## src/rtl/mplier_pkg.sv

```systemverilog
// Shared constants and FSM state type for the multiplier scheduler.
package mplier_pkg;

  localparam int N_REQ = 4;  // requesters sharing the multiplier
  localparam int OP_W  = 3;  // operand width
  localparam int RES_W = 6;  // product width (7*7 = 49 fits)
  localparam int ID_W  = 2;  // requester index width
  localparam int CNT_W = 3;  // latency counter width, covers MEM_LAT up to 7

  typedef enum logic [1:0] {
    IDLE  = 2'd0,
    ISSUE = 2'd1,
    WAIT  = 2'd2,
    RESP  = 2'd3
  } sched_state_t;

endpackage

```

## src/rtl/rr_arbiter.sv

```systemverilog
// Four-way round-robin arbiter: combinational one-hot grant searched from ptr
// upward, pointer advanced past the winner only when a transfer happens.
module rr_arbiter
  import mplier_pkg::*;
(
  input  logic             clk,
  input  logic             rst,
  input  logic             en,
  input  logic [N_REQ-1:0] req_valid,
  output logic [N_REQ-1:0] grant,
  output logic [ID_W-1:0]  grant_id,
  output logic             xfer
);

  logic [ID_W-1:0] ptr_q;
  logic [ID_W-1:0] idx;
  logic            found;

  // First valid requester at or after ptr wins; nothing is granted while
  // disabled or held in reset.
  always_comb begin
    grant    = '0;
    grant_id = ptr_q;
    found    = 1'b0;
    idx      = ptr_q;
    for (int k = 0; k < N_REQ; k++) begin
      idx = ptr_q + k[ID_W-1:0];
      if (!found && req_valid[idx]) begin
        found       = 1'b1;
        grant[idx]  = 1'b1;
        grant_id    = idx;
      end
    end
    if (rst || !en) begin
      grant = '0;
    end
  end

  assign xfer = |grant;

  // Pointer moves to the requester after the winner, wrapping mod 4.
  always_ff @(posedge clk) begin
    if (rst) begin
      ptr_q <= '0;
    end else if (xfer) begin
      ptr_q <= grant_id + 1'b1;
    end
  end

endmodule

```

## src/rtl/mplier_sched.sv

```systemverilog
// Shares one fixed-latency times-table multiplier between four requesters:
// one operation in flight, round-robin grant, tagged single-cycle response.
module mplier_sched
  import mplier_pkg::*;
#(
  parameter int MEM_LAT = 2
) (
  input  logic                   clk,
  input  logic                   rst,
  input  logic [N_REQ-1:0]       req_valid,
  input  logic [N_REQ*OP_W-1:0]  req_a,
  input  logic [N_REQ*OP_W-1:0]  req_b,
  output logic [N_REQ-1:0]       req_ready,
  output logic                   rsp_valid,
  output logic [ID_W-1:0]        rsp_id,
  output logic [RES_W-1:0]       rsp_result,
  output logic                   busy,
  output logic [OP_W-1:0]        mem_a,
  output logic [OP_W-1:0]        mem_b,
  output logic                   mem_read,
  input  logic [RES_W-1:0]       mem_result
);

  localparam logic [CNT_W-1:0] LAT_INIT = CNT_W'(MEM_LAT);

  sched_state_t     state_q, state_d;
  logic [CNT_W-1:0] cnt_q;
  logic [OP_W-1:0]  mem_a_q, mem_b_q;
  logic [ID_W-1:0]  id_q;
  logic [ID_W-1:0]  rsp_id_q;
  logic [RES_W-1:0] rsp_result_q;

  logic             arb_en;
  logic             xfer;
  logic [ID_W-1:0]  grant_id;
  logic             wait_done;

  logic [OP_W-1:0]  a_arr [N_REQ];
  logic [OP_W-1:0]  b_arr [N_REQ];

  // Unpack the per-requester operand fields.
  for (genvar gi = 0; gi < N_REQ; gi++) begin : g_unpack
    assign a_arr[gi] = req_a[gi*OP_W +: OP_W];
    assign b_arr[gi] = req_b[gi*OP_W +: OP_W];
  end

  rr_arbiter u_arb (
    .clk       (clk),
    .rst       (rst),
    .en        (arb_en),
    .req_valid (req_valid),
    .grant     (req_ready),
    .grant_id  (grant_id),
    .xfer      (xfer)
  );

  // Counter reaches 1 in the last WAIT cycle; <= guards against a zero load.
  assign wait_done = (cnt_q <= CNT_W'(1));

  // State register.
  always_ff @(posedge clk) begin
    if (rst) begin
      state_q <= IDLE;
    end else begin
      state_q <= state_d;
    end
  end

  // Next-state logic.
  always_comb begin
    state_d = state_q;
    case (state_q)
      IDLE:    if (xfer) state_d = ISSUE;
      ISSUE:   state_d = WAIT;
      WAIT:    if (wait_done) state_d = RESP;
      RESP:    state_d = IDLE;
      default: state_d = IDLE;
    endcase
  end

  // State-decoded outputs.
  always_comb begin
    arb_en    = (state_q == IDLE);
    mem_read  = (state_q == ISSUE);
    rsp_valid = (state_q == RESP);
    busy      = (state_q != IDLE);
  end

  // Operand latch on grant, latency countdown, and product capture on expiry.
  always_ff @(posedge clk) begin
    if (rst) begin
      mem_a_q      <= '0;
      mem_b_q      <= '0;
      id_q         <= '0;
      cnt_q        <= '0;
      rsp_id_q     <= '0;
      rsp_result_q <= '0;
    end else begin
      if (xfer) begin
        mem_a_q <= a_arr[grant_id];
        mem_b_q <= b_arr[grant_id];
        id_q    <= grant_id;
      end
      if (state_q == ISSUE) begin
        cnt_q <= LAT_INIT;
      end else if (state_q == WAIT) begin
        cnt_q <= cnt_q - 1'b1;
        if (wait_done) begin
          rsp_result_q <= mem_result;
          rsp_id_q     <= id_q;
        end
      end
    end
  end

  assign mem_a      = mem_a_q;
  assign mem_b      = mem_b_q;
  assign rsp_id     = rsp_id_q;
  assign rsp_result = rsp_result_q;

endmodule

```

## config.mk

```make
export PLATFORM = sky130hd
export DESIGN_NAME = mplier_sched
export DESIGN_NICKNAME = d
export VERILOG_FILES = /design/src/rtl/mplier_pkg.sv /design/src/rtl/rr_arbiter.sv /design/src/rtl/mplier_sched.sv
export SDC_FILE = /design/constraint.sdc
export NUM_CORES = 1
export LEC_CHECK = 0
export ABC_AREA = 1
export CORE_MARGIN = 4
export CORE_UTILIZATION = 48
export CTS_BUF_LIST = sky130_fd_sc_hd__clkbuf_2
export CTS_CLUSTER_DIAMETER = 200
export DETAILED_ROUTE_END_ITERATION = 12
export GPL_TIMING_DRIVEN = 0
export PLACE_DENSITY_LB_ADDON = 0.12
export SYNTH_ARGS = -nofsm -noshare
export SYNTH_HDL_FRONTEND = slang
export SYNTH_SLANG_ARGS = --single-unit
export TNS_END_PERCENT = 50
```

## constraint.sdc

```tcl
create_clock -name clk -period 2.54 [get_ports clk]
set_input_delay 0.254 -clock clk [delete_from_list [all_inputs] [get_ports clk]]
set_output_delay 0.254 -clock clk [all_outputs]
set_load 0.03 [all_outputs]
```

* Yosys cells after proc, flatten, opt, wreduce, memory -nomap -nowiden
Cells that the tools add are included.
** Storage, ports and cells
- Register bits after elaboration :: 23
- Input port bits :: 36
- Output and inout bits :: 21
- Logic and storage cells :: 91
** Operators by class
- $add $sub $neg :: 5
- Order comparisons :: 10
- Equal/unequal tests :: 5
- Muxes and demuxes :: 38
- Bitwise logic cells :: 5
- Reduce and logical (&&, ||, !) cells :: 19
** Operators with widths (number)
- $mux W4 :: 5
- $mux W2 :: 7
- $bmux W3 S2 :: 2
- $lt A2 B3 Y1 const B :: 4
- $mux W3 :: 4
- $or A4 B4 Y4 :: 3
- $mux W1 :: 11
- $bmux W1 S2 :: 4
- $demux W1 S2 :: 4
- $ge A2 B1 Y1 const B :: 4
- $pmux W2 S4 :: 1
- $logic_and A1 B1 Y1 :: 7
- $add A2 B1 Y2 const B :: 2
- $add A2 B2 Y2 const B :: 2
- $eq A2 B2 Y1 const B :: 2
- $logic_not A1 Y1 :: 4
- $ne A2 B2 Y1 const B :: 2
- $reduce_bool A2 Y1 :: 2
- $reduce_or A4 Y1 :: 1
- $ge A3 B3 Y1 const B :: 1
- $le A3 B1 Y1 const B :: 1
- $not A2 Y3 :: 1
- $reduce_and A3 Y1 :: 1
- $sub A3 B1 Y3 const B :: 1
- other kinds (6) :: 6

* Depth between registers and ports, before layout
- Depth in word-level cells :: 16
- Gate-level depth with buffers :: 19
- Depth with buffers taken out :: 18

* Cells and area by module
Synthesis repeated with hierarchy kept, for this count alone.
** Second synthesis, totals
- Cell total of the unflattened synthesis :: 280
- Area, all modules :: 1859.3 um2
** By module, submodules not included
- mplier_sched :: instances 1, cells an instance 164, area each 1164.9 um2
- rr_arbiter :: instances 1, cells an instance 116, area each 694.4 um2

* Worst setup path before layout
Ideal clock, no wire load.
- Path kind :: reg2reg
- Start :: register u_arb.ptr_q[0]
- End :: register mem_b_q[1] (netlist: mem_b[1])
- Arrival :: 2157 ps
- Required time :: 2425 ps
- Setup slack :: 268 ps
- Cell stages (with the launch flop) :: 19
- Path buffers :: 2
- Clock period less this slack :: 2272 ps
- Cells stage by stage :: dfxtp_1 buf_6 inv_6 ha_1 inv_1 nand3_1 nand2_1 nand2_4 nor2_4 nand2_2 clkinv_2 nand2_2 nand2_4 buf_6 nand2_1 o211ai_1 nand2_1 nor2_1 nor2_1
** Between the ends
- Word-level cells in the longest chain between the ends :: 16
- Elaborated cells between the ends (all ways) :: 56
- Classes of those cells :: 3 x add/sub; 8 x order compare; 30 x mux; 4 x bitwise; 11 x reduce/logical
** Ends and longest elaborated chain
- start, declared :: line rr_arbiter.sv:15 : logic [ID_W-1:0] ptr_q;
- start signal, assigned :: line rr_arbiter.sv:46 : ptr_q <= grant_id + 1'b1;
- parallel branches: the longest is 16 deep, another holds $lt A2 B3 Y1
- end signal, assigned :: line mplier_sched.sv:101 : mem_b_q <= b_arr[grant_id];
- end, declared :: line mplier_sched.sv:28 : logic [OP_W-1:0] mem_a_q, mem_b_q;
Parallel ways; which one is timed is not known. The select of a mux whose other input is x is not followed.
A chain may end at the register's enable or synchronous reset.

* Worst setup path in the final report
- Start :: register u_arb.ptr_q[1]
- End :: output req_ready[2]
** Between the ends
- Word-level cells in the longest chain between the ends :: 13
- Elaborated cells between the ends (all ways) :: 48
- Classes of those cells :: 3 x add/sub; 8 x order compare; 24 x mux; 3 x bitwise; 10 x reduce/logical
** Ends and longest elaborated chain
- parallel branches: the longest is 11 deep, another holds $lt A2 B3 Y1
- $mux W4 * :: line rr_arbiter.sv:28 : if (!found && req_valid[idx]) begin
- $mux W4 * :: line rr_arbiter.sv:34 : if (rst || !en) begin
- end, declared :: line mplier_sched.sv:13 : output logic [N_REQ-1:0] req_ready,
Mark *: on every way between the ends. The select of a mux whose other input is x is not followed.

==> impl_metrics.ini <==
[timing]
fin_skew_ns = 0.0131
period_minus_slack_ns = 2.37
relSlewSlack = 0.695
period_share = 0.931
setup_viol = 0
slew_viol_final = 0
hold_viol_final = 0
tns_ns = 0
max_clock_freq_ghz = 0.423
worst_slew_pin_slew_ns = 0.455
worst_slack_ns = 0.174
rsz0062_at_grt = yes
whs_ns = 0.490

[synth]
async_flop_share = 0
synth_most_common_cell = nand2_1
synth.yosys.warnings = 0
yosysUniqueCellTypes = 28
synth_common_cells = 63 x nand2_1, 51 x nor2_1, 29 x inv_1
yosysSeqAreaShare = 0.260
synth_seq_cells = 23
syn_inst = 275
synth_area_sq_um = 1770
avgSynthCellArea_sq_um = 6.45
synth_edf_count = 0
synth_top_cell_area_share = 0.260
synthFlopType = dfxtp_1
syn_nets = 325
synth_top_area_cell = dfxtp_1
synthTopCellsByArea = dfxtp_1 26%, nand2_1 13%, nor2_1 11%

[setup_path]
worstPathArrival_ns = 2.11
rrSetupSlack_ns = 0.29
cpMaxStageDelayCell = dfxtp_4
crit_type = flop to output port
rr_startpoint = u_arb.ptr_q[1]
endpoint_kind = output port
cp_top_family = simple AND/OR/NAND/NOR gates
critPathMaxFanout = 7
reg2reg_depth = 16
cp_num_buf_inv = 4
worstReg2RegEnd = mem_b[1]
cp_cell_sequence = inv_2, ha_4, inv_2, nand3_1, nand2_2, nand2_4, nor2_4, nand3_1, nand2_1, nand2_1, inv_1, clkbuf_4
slowest_delay_ns = 0.42
start_kind = flop
cp.required_ns = 2.29

[place]
gp_congestion = 0.841
place_hpwl_um = 3330
place_ws_ns = -0.307
place_area_sq_um = 2390
io_buffers = 56

[die]
fp.dieH_um = 68.8
start_util = 0.515
dieWidth_um = 68.8
die_area_sq_um = 4730
rows = 21
io_pins = 57
coreArea_sq_um = 3440

[grt]
grt_pass1_wl_um = 6720
grt_util_all_layers = 0.185
grt_max_degree = 13
grt_pass1_vias = 1624
grt_overflow_total = 0
antenna_found_initial = 0

[clock_tree]
cts-root-buf = clkbuf_2
numCtsBuffers = 3
path_clk_slew_ns = 0.20
clkLatencyLatePin_ns = 0.33
numClockSinks = 23
clock_path_buffers = 2
cts_tree = yes
cts_max_level = 1

[min_path]
worstHoldPathCells = 3
hold_end = rsp_result[2]
hold_class = primary input to flop
holdCritStartpoint = mem_result[2]

[route]
first_pass_iters = 2
wl_per_cell_um = 10.9
ant_nets = 0
num_vias = 1857
drc = 0
routed_via_density = 4.84
drt_first_iter_violations = 57
routed_wl_um = 4190

[final_layout]
area_growth_syn_to_layout_pct = 37.9
finish.instance_area_sq_um = 2440
n_antenna_cell = 0
nets = 389
layout-drive-gt1-share = 0.139

[power]
peakVddDrop_uv = 661
p_switching_uw = 1190
pwr-share-clk = 0.062
seqPwrFrac = 0.232
power.density_nw_per_um2 = 951
pwr-share-comb = 0.705
p_int_uw = 1140
sw_frac_of_total = 0.512
p_leak_uw = 0.00119
total_power_uw = 2330

[run_status]
status = completed

[run]
cap_violations = 0
## power by group through the flow
stage               registers (uW)  clock network (uW)  logic (uW)
finish                         541                 145        1640
global route                   553                 172        1820
CTS                            536                 150        1630
detailed placement             546                   0        1620
global placement               543                   0        1590
floorplan                      661                   0        1040
## final cells by class
type / count / area, sq um
sequential: 23 / 468
multi-input combinational: 213 / 1160
buffer: 3 / 26.3
timing repair buffer: 60 / 578
tap: 46 / 57.6
clock buffer: 4 / 20.0
inverter: 35 / 138
fill: 310 / 997
## registers in the layout (all words and copies together), names as in the netlist
name,count
state_q,2
rsp_id,2
mem_b,3
mem_a,3
u_arb.ptr_q,2
cnt_q,3
id_q,2
rsp_result,6
## kinds of logic (layout without fill, tap and decap cells)
family	Yosys count	count (layout)	synth area share
AOI/OAI and AO/OA	40	40	0.119
xor gates and xnor gates	1	1	0.00494
adders and majority gates	14	14	0.0988
buffers and inverters	39	102	0.0988
DFF	23	23	0.260
and+or+nand+nor	158	158	0.419
## timing repair
action	in CTS	in global routing
setup endpoints to repair	15	14
pin swaps	0	1
resized for setup	26	6
hold buffers	0	0
buffers inserted	1	3
## worst register-to-register path, stage by stage, from the launching register on
cell     delay, ns
dfxtp_4       0.43
inv_2         0.11
ha_4          0.32
inv_2         0.05
nand3_1       0.09
nand2_2       0.08
nand3_2       0.13
nor2_1        0.06
nor2_1        0.09
nand2_1       0.06
nand2_1       0.09
nand2_2       0.10
nor2_8        0.18
inv_2         0.07
buf_6         0.14
o21ai_1       0.13
nor2_1        0.06
## worst max-delay path by stage
| stage | to | startpoint | slack, ns | cells after the start |
|---|---|---|---|---|
| after floorplan | mem_b[1] | u_arb.ptr_q[0] | 0.27 | 18 |
| after global placement | req_ready[1] | u_arb.ptr_q[0] | -0.26 | 13 |
| after detailed placement | req_ready[3] | u_arb.ptr_q[0] | -0.31 | 13 |
| after CTS | req_ready[2] | u_arb.ptr_q[0] | 0.02 | 13 |
| after global routing | req_ready[2] | u_arb.ptr_q[1] | -0.01 | 11 |
| final | req_ready[2] | u_arb.ptr_q[1] | 0.17 | 12 |
## placed cells by master, fill, tap and decap left out, types with 2 or more instances in the layout
| cell | instances |
|---|---|
| dfxtp_1 | 21 |
| ha_1 | 13 |
| clkbuf_4 | 2 |
| nand3_4 | 2 |
| o21ai_1 | 13 |
| nand2_4 | 4 |
| clkbuf_2 | 4 |
| nand3_1 | 21 |
| inv_2 | 5 |
| a21oi_1 | 11 |
| buf_4 | 5 |
| clkdlybuf4s50_1 | 52 |
| inv_1 | 28 |
| dfxtp_4 | 2 |
| o21ai_0 | 12 |
| buf_6 | 2 |
| nand2_2 | 11 |
| nand2_1 | 62 |
| nor2_1 | 51 |
| o211ai_1 | 2 |
## per-stage QoR
step / cells / util
global placement: 377 / 0.695
global route: 384 / 0.710
floorplan: 275 / -
detailed placement: 377 / 0.695
CTS: 382 / 0.700
finish: 384 / 0.710
## routing by layer
layer | vias up | global-route usage | share of wire
li1 | 997 | - | -
met4 | 0 | 0.0316 | 0.0069
met3 | 7 | 0.0551 | 0.059
met1 | 813 | 0.233 | 0.47
met2 | 40 | 0.315 | 0.47
met5 | - | 0 | 0
Power figures use the tool's default switching activity.
